==> src/rtl/rgb2bayer_frame_ctrl.sv <==
// rgb2bayer_frame_ctrl: frame-level sequencer in front of the rgb2bayer datapath.
// Admits only whole, SOF-aligned frames and latches geometry/pattern per frame.
//
// Ports:
//   ap_clk, ap_rst          clock, synchronous active-high reset
//   ctrl_start, ctrl_stop   one-cycle pulses: begin streaming / stop after frame
//   cfg_hsize, cfg_vsize    requested frame geometry (columns, rows)
//   cfg_pattern             Bayer code 0 RGGB, 1 GRBG, 2 BGGR, 3 GBRG
//   cfg_pattern_cycle       advance the pattern code by one every frame
//   err_clr                 clears the sticky error flags
//   s_in_*                  upstream AXI4-Stream handshake + TUSER/TLAST
//   s_out_tvalid/tready     gated handshake toward the converter
//   pattern_V, hsize_out,
//   vsize_out               per-frame parameters driven into the datapath
//   busy, frame_done,
//   frame_count             status: not idle, end-of-frame pulse, frame count
//   err_*                   sticky geometry / framing error flags
module rgb2bayer_frame_ctrl #(
    parameter int DIM_WIDTH                 = 16,
    parameter int MAXIMUM_NUMBER_OF_COLUMNS = 1280,
    parameter int MAXIMUM_NUMBER_OF_ROWS    = 720
) (
    input  logic                 ap_clk,
    input  logic                 ap_rst,
    input  logic                 ctrl_start,
    input  logic                 ctrl_stop,
    input  logic [DIM_WIDTH-1:0] cfg_hsize,
    input  logic [DIM_WIDTH-1:0] cfg_vsize,
    input  logic [1:0]           cfg_pattern,
    input  logic                 cfg_pattern_cycle,
    input  logic                 err_clr,
    input  logic                 s_in_tvalid,
    output logic                 s_in_tready,
    input  logic                 s_in_tuser,
    input  logic                 s_in_tlast,
    output logic                 s_out_tvalid,
    input  logic                 s_out_tready,
    output logic [1:0]           pattern_V,
    output logic [DIM_WIDTH-1:0] hsize_out,
    output logic [DIM_WIDTH-1:0] vsize_out,
    output logic                 busy,
    output logic                 frame_done,
    output logic [31:0]          frame_count,
    output logic                 err_cfg,
    output logic                 err_early_eol,
    output logic                 err_late_eol,
    output logic                 err_early_sof
);

    typedef enum logic [1:0] {
        IDLE     = 2'd0,
        WAIT_SOF = 2'd1,
        ACTIVE   = 2'd2
    } state_t;

    localparam logic [DIM_WIDTH-1:0] MAX_COLS =
        DIM_WIDTH'(MAXIMUM_NUMBER_OF_COLUMNS);
    localparam logic [DIM_WIDTH-1:0] MAX_ROWS =
        DIM_WIDTH'(MAXIMUM_NUMBER_OF_ROWS);
    localparam logic [DIM_WIDTH-1:0] ONE = DIM_WIDTH'(1);

    state_t               state;
    logic [DIM_WIDTH-1:0] col;
    logic [DIM_WIDTH-1:0] row;
    logic                 stop_pending;

    logic                 accepted;
    logic                 beat_valid;
    logic [DIM_WIDTH-1:0] col_eff;
    logic [DIM_WIDTH-1:0] row_eff;
    logic [DIM_WIDTH-1:0] hsize_m1;
    logic [DIM_WIDTH-1:0] vsize_m1;
    logic                 at_last_col;
    logic                 at_last_row;
    logic                 frame_end;
    logic                 geom_ok;
    logic                 start_ok;
    logic                 set_err_cfg;
    logic                 set_early_sof;
    logic                 set_early_eol;
    logic                 set_late_eol;

    // Handshake gating: zero-cycle, purely a function of state and inputs.
    always_comb begin
        s_out_tvalid = 1'b0;
        s_in_tready  = 1'b1;
        unique case (state)
            IDLE: begin
                s_out_tvalid = 1'b0;
                s_in_tready  = 1'b1;
            end
            WAIT_SOF: begin
                // Non-SOF beats are drained upstream without reaching the converter.
                s_out_tvalid = s_in_tvalid & s_in_tuser;
                s_in_tready  = s_in_tuser ? s_out_tready : 1'b1;
            end
            ACTIVE: begin
                s_out_tvalid = s_in_tvalid;
                s_in_tready  = s_out_tready;
            end
            default: begin
                s_out_tvalid = 1'b0;
                s_in_tready  = 1'b1;
            end
        endcase
    end

    assign busy     = (state != IDLE);
    assign accepted = s_in_tvalid & s_in_tready;

    // Beats that take part in the frame: every accepted beat while ACTIVE,
    // and only the SOF beat while waiting for one.
    assign beat_valid = accepted &
                        ((state == ACTIVE) |
                         ((state == WAIT_SOF) & s_in_tuser));

    // An SOF beat always restarts the frame at column 0, row 0.
    assign col_eff = s_in_tuser ? '0 : col;
    assign row_eff = s_in_tuser ? '0 : row;

    assign hsize_m1    = hsize_out - ONE;
    assign vsize_m1    = vsize_out - ONE;
    assign at_last_col = (col_eff >= hsize_m1);
    assign at_last_row = (row_eff == vsize_m1);

    // Any EOL on the last row closes the frame, early or not.
    assign frame_end = beat_valid & s_in_tlast & at_last_row;

    assign geom_ok = (cfg_hsize != '0) && (cfg_hsize <= MAX_COLS) &&
                     (cfg_vsize != '0) && (cfg_vsize <= MAX_ROWS);

    // Stop beats start when both pulses coincide.
    assign start_ok    = (state == IDLE) & ctrl_start & ~ctrl_stop;
    assign set_err_cfg = start_ok & ~geom_ok;

    assign set_early_sof = beat_valid & (state == ACTIVE) & s_in_tuser &
                           ((col != '0) | (row != '0));
    assign set_early_eol = beat_valid & s_in_tlast & ~at_last_col;
    assign set_late_eol  = beat_valid & ~s_in_tlast & at_last_col;

    always_ff @(posedge ap_clk) begin
        if (ap_rst) begin
            state         <= IDLE;
            col           <= '0;
            row           <= '0;
            stop_pending  <= 1'b0;
            pattern_V     <= 2'd0;
            hsize_out     <= '0;
            vsize_out     <= '0;
            frame_done    <= 1'b0;
            frame_count   <= 32'd0;
            err_cfg       <= 1'b0;
            err_early_eol <= 1'b0;
            err_late_eol  <= 1'b0;
            err_early_sof <= 1'b0;
        end else begin
            frame_done <= frame_end;
            if (frame_end) begin
                frame_count <= frame_count + 32'd1;
            end

            // Sticky flags: a new set condition overrides a coincident clear.
            err_cfg       <= set_err_cfg   | (err_cfg       & ~err_clr);
            err_early_eol <= set_early_eol | (err_early_eol & ~err_clr);
            err_late_eol  <= set_late_eol  | (err_late_eol  & ~err_clr);
            err_early_sof <= set_early_sof | (err_early_sof & ~err_clr);

            unique case (state)
                IDLE: begin
                    stop_pending <= 1'b0;
                    if (start_ok && geom_ok) begin
                        state     <= WAIT_SOF;
                        hsize_out <= cfg_hsize;
                        vsize_out <= cfg_vsize;
                        pattern_V <= cfg_pattern;
                        col       <= '0;
                        row       <= '0;
                    end
                end

                WAIT_SOF, ACTIVE: begin
                    // A stop coinciding with an accepted SOF beat lets that
                    // frame finish, since its first beat is already downstream.
                    if (ctrl_stop) begin
                        stop_pending <= 1'b1;
                    end

                    if (beat_valid) begin
                        state <= ACTIVE;

                        if (s_in_tlast) begin
                            col <= '0;
                            row <= at_last_row ? '0 : row_eff + ONE;
                        end else if (at_last_col) begin
                            // Missing EOL: park on the last column until TLAST.
                            col <= col_eff;
                            row <= row_eff;
                        end else begin
                            col <= col_eff + ONE;
                            row <= row_eff;
                        end

                        if (frame_end) begin
                            hsize_out <= cfg_hsize;
                            vsize_out <= cfg_vsize;
                            pattern_V <= cfg_pattern_cycle ?
                                         pattern_V + 2'd1 : cfg_pattern;
                            if (stop_pending || ctrl_stop) begin
                                state        <= IDLE;
                                stop_pending <= 1'b0;
                            end else begin
                                state <= WAIT_SOF;
                            end
                        end
                    end else if ((state == WAIT_SOF) && ctrl_stop) begin
                        state        <= IDLE;
                        stop_pending <= 1'b0;
                    end
                end

                default: begin
                    state <= IDLE;
                end
            endcase
        end
    end

endmodule

==> config.mk <==
export PLATFORM = sky130hd
export DESIGN_NAME = rgb2bayer_frame_ctrl
export DESIGN_NICKNAME = d
export VERILOG_FILES = /design/src/rtl/rgb2bayer_frame_ctrl.sv
export SDC_FILE = /design/constraint.sdc
export NUM_CORES = 1
export LEC_CHECK = 0
export ABC_AREA = 1
export BUFFER_PORTS_ARGS = -buffer_cell sky130_fd_sc_hd__buf_2
export CAP_MARGIN = 20
export CORE_MARGIN = 2
export CORE_UTILIZATION = 53
export CTS_BUF_LIST = sky130_fd_sc_hd__clkbuf_4 sky130_fd_sc_hd__clkbuf_8 sky130_fd_sc_hd__clkbuf_16
export DETAILED_ROUTE_END_ITERATION = 6
export PLACE_DENSITY = 0.81
export SLEW_MARGIN = 5
export SYNTH_ARGS = -nofsm -noshare
export SYNTH_HDL_FRONTEND = slang
export SYNTH_SLANG_ARGS = --single-unit
==> constraint.sdc <==
create_clock -name ap_clk -period 3.5 [get_ports ap_clk]
set_input_delay 0.7 -clock ap_clk [delete_from_list [all_inputs] [get_ports ap_clk]]
set_output_delay 0.7 -clock ap_clk [all_outputs]
set_load 0.02 [all_outputs]
Yosys cells after proc, flatten, opt, wreduce, memory -nomap -nowiden
Cells that the tools add are included.
{ "word_totals": {"inputBits": 44, "wordCells": 115, "output_inout_bits": 74, "register_bits": 106} }
{ "op_classes": {"addsub": 6, "n_mux": 39, "n_bitwise": 30, "order_cmp": 3, "eq_ne": 7, "reduce_logical": 17} }
{ "ops": {"columns": ["operator", "n"], "rows": [
  ["16-bit 2-to-1 mux", 15],
  ["16-bit one-hot mux with 2 select lines", 4],
  ["16-bit nonzero test", 4],
  ["16-bit by 1-bit adder with 16-bit output, second input constant", 2],
  ["32-bit by 1-bit adder with 32-bit output, second input constant", 1],
  ["16-bit by 1-bit subtractor with 16-bit output, second input constant", 2],
  ["1-bit AND", 19],
  ["16-bit equality test", 1],
  ["16-bit greater-or-equal comparator", 1],
  ["16-bit by 10-bit less-or-equal comparator with 1-bit output, second input constant", 1],
  ["16-bit by 11-bit less-or-equal comparator with 1-bit output, second input constant", 1],
  ["2-bit 2-to-1 mux", 8],
  ["2-bit one-hot mux with 2 select lines", 2],
  ["1-bit 2-to-1 mux", 7],
  ["1-bit OR", 6],
  ["1-bit one-hot mux with 2 select lines", 3],
  ["1-bit logical AND", 5],
  ["1-bit inverter", 5],
  ["2-bit != test, second input constant", 2],
  ["4-bit AND reduction", 1],
  ["2-bit nonzero test", 2],
  ["3-bit != test, second input constant", 1],
  ["3-bit AND reduction", 1],
  ["2-bit by 1-bit adder with 2-bit output, second input constant", 1],
  ["other kinds (7)", 7]
]} }

Logic depth before layout (Yosys ltp)
Gate-level depths: netlist of run 1.
{ "depth": {"ltp_word": 9, "mapped_depth": 20, "depth_no_buf": 20} }

Least setup slack after synthesis of run 1
No wires, ideal clock.
{ "synth_path": {"path_kind": "register to register", "startpoint": "register hsize_out[0]", "endpoint": "register col[10]", "n_path_buf": 1, "period_less_slack_ps": 3470, "required_ps": 3368, "setup_time_ps": 132, "arrival_time_ps": 3338, "stages_incl_launch_ff": 19, "setup_slack_ps": 30, "path_cell_list": "dfxtp_1 -> inv_1 -> ha_1 -> nand2_1 -> nor3_1 -> nor3b_1 -> nand2_1 -> nor4_1 -> xor2_1 -> inv_1 -> ha_1 -> nand2_1 -> nor4_1 -> nand3_1 -> nand3_1 -> clkbuf_1 -> o21ai_0 -> nand4_1 -> a21oi_1"} }
{ "synth_via": {"elab_chain_cells": 6} }
{ "synth_rtl": {"columns": ["item", "line_no", "text"], "rows": [
  ["start: declaration", "39", "output logic [DIM_WIDTH-1:0] hsize_out,"],
  ["start signal: assignment", "173", "hsize_out <= cfg_hsize;"],
  ["start signal: assignment", "204", "hsize_out <= cfg_hsize;"],
  ["16-bit by 1-bit subtractor with 16-bit output", "121", "assign hsize_m1 = hsize_out - ONE;"],
  ["16-bit greater-or-equal comparator", "123", "assign at_last_col = (col_eff >= hsize_m1);"],
  ["16-bit 2-to-1 mux", "194", "end else if (at_last_col) begin"],
  ["16-bit 2-to-1 mux", "191", "if (s_in_tlast) begin"],
  ["16-bit 2-to-1 mux", "188", "if (beat_valid) begin"],
  ["16-bit one-hot mux with 2 select lines", "168", "unique case (state)"],
  ["end signal: assignment", "196", "col <= col_eff;"],
  ["end signal: assignment", "199", "col <= col_eff + ONE;"],
  ["end: declaration", "63", "logic [DIM_WIDTH-1:0] col;"]
]} }
No other way between the ends. The select of a mux whose other input is x is not followed.
A chain may end at the register's enable or synchronous reset.

Worst setup path in the final report of run 1
{ "layout_path": {"startpoint": "register hsize_out[0]", "endpoint": "register col[5]"} }
Same word-level chain as after synthesis.

==> qor.yml, run 1 <==
synth:
  synth-warning-count: 0
  syn-mean-instance-area_um2: 6.00
  synthMuxAreaShare_pct: 0.129
  mappedNetlistArea_um2: 7780
  yosysSeqAreaShare_pct: 27.3
  synth_nets: 1366
  synth-simple-area-share_pct: 42.9
  synth_top_family_by_area: "simple AND/OR/NAND/NOR gates"
  synthArstFlopShare_pct: 0
  synth_seq_cells: 106
  ys_types: 37
  synth-xor-area-share_pct: 6.30
  synth_edf_count: 0
  yosys-top-cells-area: "dfxtp_1, nand2_1, nor2_1"
  synth_top_flop_cell: "dfxtp_1"
  yosysMostFrequentCell: "nand2_1"
  yosys.area.top_type: "dfxtp_1"
  synth_fa_ha_area_share_pct: 4.02
  synth-compound-area-share_pct: 9.61
  synth_top_area_share_pct: 27.3
  synthCells: 1297
  synth_common_cells: "nand2_1, nor2_1, inv_1, a21oi_1, dfxtp_1"
pwr:
  ir_drop_mv: 0.213
  p_total_mw: 2.66
  leakagePower_nw: 4.07
  powerDensity_nw_per_um2: 299
floorplanning:
  die_w_um: 125
  die_h_um: 125
  core_area_um2: 14400
  io_pins: 118
  start_util_pct: 54.0
  rows: 44
  die_area_um2: 15700
timing:
  relSlewSlack_pct: 54.9
  hold_violations: 0
  fin_crit_sh_pct: 93.1
  clock_skew_ns: 0.00892
  max_freq_ghz: 0.307
  worst_slew_pin_slew_ns: 0.676
  hold_ws_ns: 0.460
  slew_violations: 0
  finalSetupViolations: 0
  period_needed_ns: 3.26
global_route:
  antenna_found_initial: 0
  use_met1_pct: 37.3
  busiest_layer: "met2"
  grt_pass1_wl_mm: 36.4
  grt_overflow: 0
  grt_start_max_net_pins: 70
  grt_use_total_pct: 27.7
  use_met2_pct: 46.1
  grt_pass1_vias: 7726
  use_met3_pct: 3.17
layout:
  final_util_pct: 61.7
  antenna_cells: 0
  drive_gt1_share_pct: 12.6
  fillCellCount: 1382
  syn_to_final_growth_pct: 14.2
  fin_cells: 1583
  final_nets: 1463
  final_area_um2: 8890
cts:
  cts_tree: "built"
  holdBufCountCts: 0
  htree_levels: 3
  clock-sinks: 106
  worst_skew_pair.late_latency_ns: 0.36
  cts-root-buf: "clkbuf_16"
  cts.clk_slew.worst_paths_ns: 0.07
  cts_buffer_depth: 2
  cts_made_buffers: 9
worst_setup_path:
  crit_arrival_ns: 3.54
  cp_slowest_cell: "dfxtp_1"
  max_stage_delay_ns: 0.33
  cp-end-kind: "flop"
  path_max_fanout: 8
  cpMostUsedCell: "nand2_1"
  cp.required_ns: 3.78
  crit_buf_inv: 3
  cpLargestDelayFamily: "simple AND/OR/NAND/NOR gates"
  crit_chain: "inv_1 > ha_1 > nand2_1 > nor3_4 > nor3b_4 > nand2_1 > nor4_2 > xor2_1 > inv_1 > ha_1 > nand2_1 > o21ai_0 > a21oi_1 > nand3_2 > buf_4 > nor2_1 > xor2_1 > nand2_1 > a21oi_1"
  path_class: "flop to flop"
  worstSetupStartpointType: "flop"
detailed_routing:
  routed_via_density: 5.36
  ant_nets: 0
  post_drt_wl_per_cell_um: 13.8
  post-route-drc-count: 0
  first_iter_violations: 674
  dr.pass1.iters: 6
  vias: 8486
  drt_wl_total_mm: 21.8
placement:
  placed_area_um2: 8500
  port_buffers: 117
  gp_congestion: 0.935
  placed_cells: 1566
  hpwl_mm: 16.2
outcome:
  run_status: "completed"
min_path:
  hold_class: "flop to flop"
flow_run:
  drv_cap: 0
[worst paths after layout]
kind	cells past startpoint	end	start	slack (ns)
worst min register to register	2	err_early_sof	err_early_sof	0.46
worst min-delay path	2	err_early_sof	err_early_sof	0.46
worst max register to register	19	col[5]	hsize_out[0]	0.24
worst max-delay path	19	col[5]	hsize_out[0]	0.24
[state kept, by name, indices dropped and copies added (netlist names)]
name,cells
err_cfg,1
stop_pending,1
err_early_sof,1
col,16
vsize_out,16
pattern_V,2
frame_count,32
err_late_eol,1
state,2
hsize_out,16
frame_done,1
err_early_eol,1
row,16
[power by group]
group	total (mW)	switching, mW	leakage [nW]	internal, mW
registers	1.23	0.0130	0.854	1.21
clock network	1.07	0.485	0.151	0.588
logic	0.359	0.232	3.07	0.127
[metal layers]
metal / share of wire, % / wire length, um / vias up
li1: - / - / 4352
met1: 45 / 9820 / 3805
met2: 47 / 10200 / 290
met3: 6.0 / 1300 / 39
met4: 2.4 / 513 / 0
met5: 0 / 0 / -
[stage by stage]
step,worst slack [ns],setup TNS [ns]
floorplan,0.0302,0
global placement,0.165,0
detailed placement,-0.0743,-0.198
CTS,0.0366,0
global route,-0.0661,-0.163
finish,0.240,0
[layout by cell type, fill, tap and decap left out, types with 2 or more instances in the layout]
cell,instances
and2_1,3
xnor2_1,13
nand3b_1,27
nand2_4,2
nand3_2,3
nand2_1,382
inv_1,135
xor2_1,43
nand2_2,4
dfxtp_1,106
o21ai_0,23
nor2_1,190
nor3_1,26
inv_2,2
buf_4,13
nor4_2,2
nand4_1,25
buf_12,2
nor3_4,2
nand3_1,84
buf_2,117
nor4_1,15
ha_1,25
inv_4,2
clkbuf_16,9
a21oi_1,116
nor2_2,7
[logic make-up after synthesis]
family / after synthesis
AOI/OAI and AO/OA: 146
xor gates and xnor gates: 56
adders and majority gates: 25
buffers and inverters: 186
DFF: 106
muxes: 1
and+or+nand+nor: 777
[worst register-to-register path, stage by stage (launching register included)]
cell and delay [ns]:
dfxtp_1 0.33, inv_1 0.10, ha_1 0.19, nand2_1 0.13, nor3_4 0.19, nor3b_4 0.23, nand2_1 0.12, nor4_2 0.18
xor2_1 0.17, inv_1 0.05, ha_1 0.27, nand2_1 0.14, o21ai_0 0.11, a21oi_1 0.17, nand3_2 0.12, buf_4 0.18
nor2_1 0.12, xor2_1 0.17, nand2_1 0.08, a21oi_1 0.14
[area by class of cell]
| type | instances | area (um^2) | area share (%) |
|---|---|---|---|
| clock buffer | 11 | 246 | 2.77 |
| clock inverter | 5 | 62.6 | 0.703 |
| inverter | 140 | 531 | 5.97 |
| multi-input combinational | 1005 | 4980 | 56.0 |
| sequential | 106 | 2120 | 23.9 |
| tap | 184 | 230 | 2.59 |
| timing repair buffer | 132 | 723 | 8.13 |
[timing repair]
item	in CTS	in global routing
setup endpoints to repair	16	18
buffers inserted	0	1
pin swaps	0	1
hold endpoints to repair	0	0
gates resized for setup	3	10
No activity file was read; power rests on OpenSTA's default activity.
==> run 2, diff against run 1 <==
--- a/config.mk
+++ b/config.mk
@@ -5,14 +5,13 @@
 export SDC_FILE = /design/constraint.sdc
 export NUM_CORES = 1
 export LEC_CHECK = 0
-export ABC_AREA = 1
 export BUFFER_PORTS_ARGS = -buffer_cell sky130_fd_sc_hd__buf_2
 export CAP_MARGIN = 20
 export CORE_MARGIN = 2
-export CORE_UTILIZATION = 53
+export CORE_UTILIZATION = 57
 export CTS_BUF_LIST = sky130_fd_sc_hd__clkbuf_4 sky130_fd_sc_hd__clkbuf_8 sky130_fd_sc_hd__clkbuf_16
 export DETAILED_ROUTE_END_ITERATION = 6
-export PLACE_DENSITY = 0.81
+export PLACE_DENSITY = 0.84
 export SLEW_MARGIN = 5
 export SYNTH_ARGS = -nofsm -noshare
 export SYNTH_HDL_FRONTEND = slang
==> constraint.sdc (replaced) <==
create_clock -name ap_clk -period 3.2 [get_ports ap_clk]
set_input_delay 0.64 -clock ap_clk [delete_from_list [all_inputs] [get_ports ap_clk]]
set_output_delay 0.64 -clock ap_clk [all_outputs]
set_load 0.02 [all_outputs]
==> qor.yml, run 2 <==
outcome:
  run_status: "finished, violations left"  # was completed
  violations: "setup timing"
worst_setup_path:
  r2r_cells: 14  # was 19
  r2r_setup_slack_ns: -0.02  # was 0.24 ns
  worstSetupStartpointType: "flop"  # unchanged
  cp.required_ns: 3.47  # was 3.78 ns
  r2r_end: "col[9]"  # was col[5]
  startpoint: "hsize_out[4]"  # was hsize_out[0]
  path_max_fanout: 4  # was 8
  cp-end-kind: "flop"  # unchanged
  cp-endpoint: "col[9]"  # was col[5]
  crit_arrival_ns: 3.49  # was 3.54 ns
  path_class: "flop to flop"  # unchanged
  timing.rr.start: "hsize_out[4]"  # was hsize_out[0]
floorplanning:
  die_w_um: 113  # was 125 um
  die_area_um2: 12700  # was 15700 um^2
  start_util_pct: 58.8  # was 54.0%
  rows: 39  # was 44
  die_h_um: 113  # was 125 um
  io_pins: 118  # unchanged
  core_area_um2: 11500  # was 14400 um^2
timing:
  clock_skew_ns: 0.0102  # was 0.00892 ns
  period_needed_ns: 3.22  # was 3.26 ns
  fin_ws_ns: -0.0190  # was 0.240 ns
  fin_crit_sh_pct: 101  # was 93.1%
  finalSetupViolations: 1  # was 0
  max_freq_ghz: 0.311  # was 0.307 GHz
  worst_slew_pin_slew_ns: 0.608  # was 0.676 ns
  slew_violations: 0  # unchanged
  hold_violations: 0  # unchanged
  tns_ns: -0.0190  # was 0 ns
  hold_ws_ns: 0.493  # was 0.460 ns
  relSlewSlack_pct: 59.2  # was 54.9%
pwr:
  powerDensity_nw_per_um2: 524  # was 299 nW/um^2
  ir_drop_mv: 0.467  # was 0.213 mV
  p_total_mw: 4.44  # was 2.66 mW
  leakagePower_nw: 3.59  # was 4.07 nW
synth:
  synth_top_flop_cell: "dfxtp_1"  # unchanged
  mappedNetlistArea_um2: 6750  # was 7780 um^2
  yosysSeqAreaShare_pct: 31.4  # was 27.3%
  synthArstFlopShare_pct: 0  # unchanged
  synth_common_cells: "dfxtp_1, a21oi_1, nand3_1, o21ai_0, nand2_1"  # was nand2_1, nor2_1, inv_1, a21oi_1, dfxtp_1
  synth_seq_cells: 106  # unchanged
  synth_top_area_share_pct: 31.4  # was 27.3%
  synth_edf_count: 0  # unchanged
  yosys.area.top_type: "dfxtp_1"  # unchanged
  syn-mean-instance-area_um2: 7.79  # was 6.00 um^2
  yosys-top-cells-area: "dfxtp_1, a21oi_1, nand3_1"  # was dfxtp_1, nand2_1, nor2_1
  synth_nets: 935  # was 1366
  synthCells: 866  # was 1297
  yosysMostFrequentCell: "dfxtp_1"  # was nand2_1
  ys_types: 73  # was 37
  synth-warning-count: 0  # unchanged
layout:
  drive_gt1_share_pct: 25.9  # was 12.6%
  largest_register_ffs: 32  # unchanged
  fillCellCount: 830  # was 1382
  final_util_pct: 73.9  # was 61.7%
  layout_common_cells: "buf_2, dfxtp_1, buf_4, a21oi_1, nand3_1"  # was nand2_1, nor2_1, inv_1, buf_2, a21oi_1
  fin_cells: 1180  # was 1583
  syn_to_final_growth_pct: 25.6  # was 14.2%
  layout_commonest_cell: "buf_2"  # was nand2_1
  largest-register: "frame_count"  # unchanged
  final_nets: 1101  # was 1463
  final_area_um2: 8470  # was 8890 um^2
  antenna_cells: 0  # unchanged
placement:
  pre_cts_slack_ns: -0.101  # was -0.0743 ns
  hpwl_mm: 15.1  # was 16.2 mm
  placed_area_um2: 7970  # was 8500 um^2
  placed_cells: 1159  # was 1566
  gp_congestion: 1.04  # was 0.935
  port_buffers: 117  # unchanged
flow_run:
  drv_cap: 0  # unchanged
cts:
  cts_buffer_depth: 2  # unchanged
  worst_skew_pair.late_latency_ns: 0.37  # was 0.36 ns
  htree_levels: 3  # unchanged
  cts_made_buffers: 9  # unchanged
  cts-root-buf: "clkbuf_16"  # unchanged
  holdBufCountCts: 0  # unchanged
  cts_tree: "built"  # unchanged
  cts.clk_slew.worst_paths_ns: 0.07  # about the same
  clock-sinks: 106  # unchanged
detailed_routing:
  first_iter_violations: 790  # was 674
  dr.pass1.iters: 7  # was 6
  post-route-drc-count: 0  # unchanged
  ant_nets: 0  # unchanged
  post_drt_wl_per_cell_um: 18.0  # was 13.8 um
  vias: 7674  # was 8486
  drt_wl_total_mm: 21.2  # was 21.8 mm
  routed_via_density: 6.50  # was 5.36
global_route:
  grt_start_max_net_pins: 49  # was 70
  grt_pass1_wl_mm: 33.5  # was 36.4 mm
  grt_use_total_pct: 32.1  # was 27.7%
  antenna_found_initial: 0  # unchanged
  grt_pass1_vias: 6863  # was 7726
  grt_overflow: 0  # unchanged
min_path:
  hold_class: "flop to flop"  # unchanged
==> run 2: cell count changes after synthesis, sizes merged, moves of 21 or more <==
cell / previous run / this run
nand2: 388 / 56
nor2: 198 / 52
inv: 139 / 29
o21ai: 24 / 62
a21oi: 116 / 81
nor2b: 0 / 32
xor2: 43 / 11
and3: 0 / 24
nand3b: 27 / 6
==> run 2: cell type report <==
type,instances,area [um^2],area share [%]
clock buffer,10,239,2.82
clock inverter,6,66.3,0.783
inverter,29,109,1.28
multi-input combinational,684,4490,53.0
sequential,106,2120,25.0
tap,143,179,2.11
timing repair buffer,202,1260,14.9
==> run 2: worst min path at each step <==
stage	start	end	slack, ns	cells after the start
final	row[9]	row[9]	0.49	1
after global routing	err_early_sof	err_early_sof	0.52	2
after CTS	err_early_sof	err_early_sof	0.49	2
after detailed placement	row[15]	row[15]	0.47	2
after global placement	err_cfg	err_cfg	0.47	2
after floorplan	row[15]	row[15]	0.44	2
==> run 2: where the power goes <==
group | switching [mW] | internal, mW | total (mW) | leakage (nW)
Combinational | 1.09 | 0.758 | 1.85 | 2.60
Sequential | 0.0593 | 1.37 | 1.43 | 0.855
Clock | 0.526 | 0.628 | 1.15 | 0.141
Total | 1.68 | 2.76 | 4.44 | 3.59
==> run 2: what timing repair did <==
action                     CTS  global route
setup endpoints to repair   13            61
pin swaps                    0            11
gates resized for setup      3            39
setup buffers                1             4
==> run 2: layer usage <==
layer	global-route usage, %	wire length (um)
met5	0	0
met4	10.9	511
met3	8.46	2130
met2	50.5	9840
met1	42.9	8720
==> run 2: logic make-up after synthesis <==
| kind of cell | count (synthesis) | synth area share [%] |
|---|---|---|
| AO/OA/AOI/OAI | 237 | 21.9 |
| adder cells (fa/ha/maj) | 25 | 4.64 |
| buffers and inverters | 76 | 4.52 |
| AND/OR/NAND/NOR | 377 | 31.1 |
| multiplexers | 6 | 0.946 |
| XOR/XNOR | 39 | 5.47 |
| flip-flops | 106 | 31.4 |
==> run 2: worst max-delay path, cell delays in order (launching register included) <==
cell,delay [ns]
dfxtp_1,0.32
or3_4,0.41
nor2_4,0.15
buf_4,0.13
nand3_1,0.19
nor3_2,0.21
xnor2_1,0.10
ha_1,0.28
nand2_1,0.09
nor3_2,0.24
nor2_2,0.08
o21ai_4,0.22
nor2_2,0.07
a311o_1,0.36
a311oi_1,0.27
==> run 3, diff against run 2 <==
==> constraint.sdc (replaced) <==
create_clock -name ap_clk -period 3.35 [get_ports ap_clk]
set_input_delay 0.67 -clock ap_clk [delete_from_list [all_inputs] [get_ports ap_clk]]
set_output_delay 0.67 -clock ap_clk [all_outputs]
set_load 0.02 [all_outputs]
==> qor.yml, run 3 (same netlist as run 2, synthesis figures left out) <==
cts:
  cts_made_buffers: 9  # unchanged
  worst_skew_pair.late_latency_ns: 0.36  # was 0.37 ns
  cts_tree: "built"  # unchanged
  cts_buffer_depth: 2  # unchanged
  cts-root-buf: "clkbuf_16"  # unchanged
  holdBufCountCts: 0  # unchanged
  clock-sinks: 106  # unchanged
  cts.clk_slew.worst_paths_ns: 0.07  # about the same
  htree_levels: 3  # unchanged
global_route:
  grt_pass1_wl_mm: 32.7  # was 33.5 mm
  grt_use_total_pct: 31.2  # was 32.1%
  grt_pass1_vias: 6860  # was 6863
  grt_overflow: 0  # unchanged
  antenna_found_initial: 0  # unchanged
  grt_start_max_net_pins: 45  # was 49
layout:
  layout_commonest_cell: "buf_2"  # unchanged
  final_util_pct: 70.4  # was 73.9%
  antenna_cells: 0  # unchanged
  drive_gt1_share_pct: 21.7  # was 25.9%
  layout_common_cells: "buf_2, dfxtp_1, a21oi_1, nand3_1, o21ai_0"  # was buf_2, dfxtp_1, buf_4, a21oi_1, nand3_1
  syn_to_final_growth_pct: 19.6  # was 25.6%
  largest_register_ffs: 32  # unchanged
  final_nets: 1066  # was 1101
  largest-register: "frame_count"  # unchanged
  fillCellCount: 921  # was 830
flow_run:
  drv_cap: 0  # unchanged
timing:
  max_freq_ghz: 0.318  # was 0.311 GHz
  fin_crit_sh_pct: 93.9  # was 101%
  slew_violations: 0  # unchanged
  finalSetupViolations: 0  # was 1
  hold_violations: 0  # unchanged
  relSlewSlack_pct: 64.4  # was 59.2%
  rsz0062_at_grt: "true"
  worst_slew_pin_slew_ns: 0.528  # was 0.608 ns
  tns_ns: 0  # was -0.0190 ns
  period_needed_ns: 3.15  # was 3.22 ns
  clock_skew_ns: 0.00643  # was 0.0102 ns
floorplanning:
  rows: 39  # unchanged
  core_area_um2: 11500  # unchanged
  die_h_um: 113  # unchanged
  die_w_um: 113  # unchanged
  io_pins: 118  # unchanged
  start_util_pct: 58.8  # unchanged
  die_area_um2: 12700  # unchanged
pwr:
  comb_power_share_pct: 39.1  # was 41.7%
  power.internal_mw: 2.46  # was 2.76 mW
  p_seq_share_pct: 34.7  # was 32.3%
  leakagePower_nw: 3.38  # was 3.59 nW
  switching_power_mw: 1.52  # was 1.68 mW
  p_clk_share_pct: 26.2  # was 26.0%
  p_sw_share_pct: 38.2  # was 37.8%
  powerDensity_nw_per_um2: 493  # was 524 nW/um^2
  ir_drop_mv: 0.477  # was 0.467 mV
min_path:
  hold_class: "flop to flop"  # unchanged
placement:
  hpwl_mm: 15.0  # was 15.1 mm
  port_buffers: 117  # unchanged
  gp_congestion: 1.08  # was 1.04
detailed_routing:
  ant_nets: 0  # unchanged
  post_drt_wl_per_cell_um: 17.6  # was 18.0 um
  vias: 7396  # was 7674
  drt_wl_total_mm: 20.1  # was 21.2 mm
  dr.pass1.iters: 6  # was 7
  post-route-drc-count: 0  # unchanged
  first_iter_violations: 863  # was 790
  routed_via_density: 6.46  # was 6.50
worst_setup_path:
  path_max_fanout: 7  # was 4
  worstSetupStartpointType: "flop"  # unchanged
  path_class: "flop to flop"  # unchanged
  cp-end-kind: "flop"  # unchanged
  crit_arrival_ns: 3.41  # was 3.49 ns
  r2r_setup_slack_ns: 0.20  # was -0.02 ns
  cp.required_ns: 3.61  # was 3.47 ns
outcome:
  run_status: "completed"  # was finished, violations left
## run 3: power by group through the flow
stage | combinational [mW] | clock (mW) | sequential, mW
6_report | 1.56 | 1.04 | 1.38
5_1_grt | 1.70 | 1.11 | 1.39
3_3_place_gp | 1.44 | 0 | 1.40
3_5_place_dp | 1.47 | 0 | 1.40
4_1_cts | 1.49 | 1.05 | 1.38
2_1_floorplan | 1.00 | 0 | 1.45
## run 3: worst paths after layout
path	start	to	cells after the start
max	hsize_out[2]	col[7]	14
min	err_early_sof	err_early_sof	2
max reg2reg	hsize_out[2]	col[7]	14
min reg2reg	err_early_sof	err_early_sof	2
## run 3: timing repair
action	CTS	global route
gates resized for setup	2	11
pin swaps	0	0
setup buffers	0	0
endpoints found under the setup margin	5	21
## run 3: final cells by class
type                            instances  area (um^2)  share of cell area (%)
Clock buffer                           11          253                    3.13
Sequential cell                       106         2120                    26.3
Tap cell                              143          179                    2.22
Timing Repair Buffer                  167          973                    12.1
Multi-Input combinational cell        684         4390                    54.5
Clock inverter                          5         37.5                   0.465
Inverter                               29          109                    1.35
## run 3: per-layer routing
layer  vias to the layer above  wire, um  global-route usage (%)
met2                       422      9010                    48.9
met4                         0       649                    14.9
met1                      3393      8720                    41.9
met5                         -         0                       0
li1                       3507         -                       -
met3                        74      1760                    5.20
## run 3: worst max-delay path, stage by stage (launching register included)
cell and delay [ns]:
dfxtp_1 0.31, or3_1 0.40, nor2_2 0.16, nand2_1 0.11, nor4_1 0.24, xnor2_1 0.16, ha_1 0.27, a21oi_1 0.15
o21a_1 0.12, nor2_1 0.06, o221ai_4 0.23, o21a_2 0.24, buf_4 0.16, nand2b_1 0.17, o31ai_1 0.26
## run 3: stage by stage
step | hold slack, ns | std cells | total power [mW] | worst slack, ns | cell area [um^2]
6_report | 0.488 | 1145 | 3.98 | 0.204 | 8070
5_1_grt | 0.509 | 1145 | 4.20 | -0.0132 | 8070
4_1_cts | 0.483 | 1145 | 3.92 | 0.0505 | 8010
3_5_place_dp | 0.463 | 1129 | 2.88 | -0.0795 | 7710
3_3_place_gp | 0.466 | 1129 | 2.85 | 0.106 | 7710
2_1_floorplan | 0.440 | 866 | 2.45 | 0.0307 | 6750
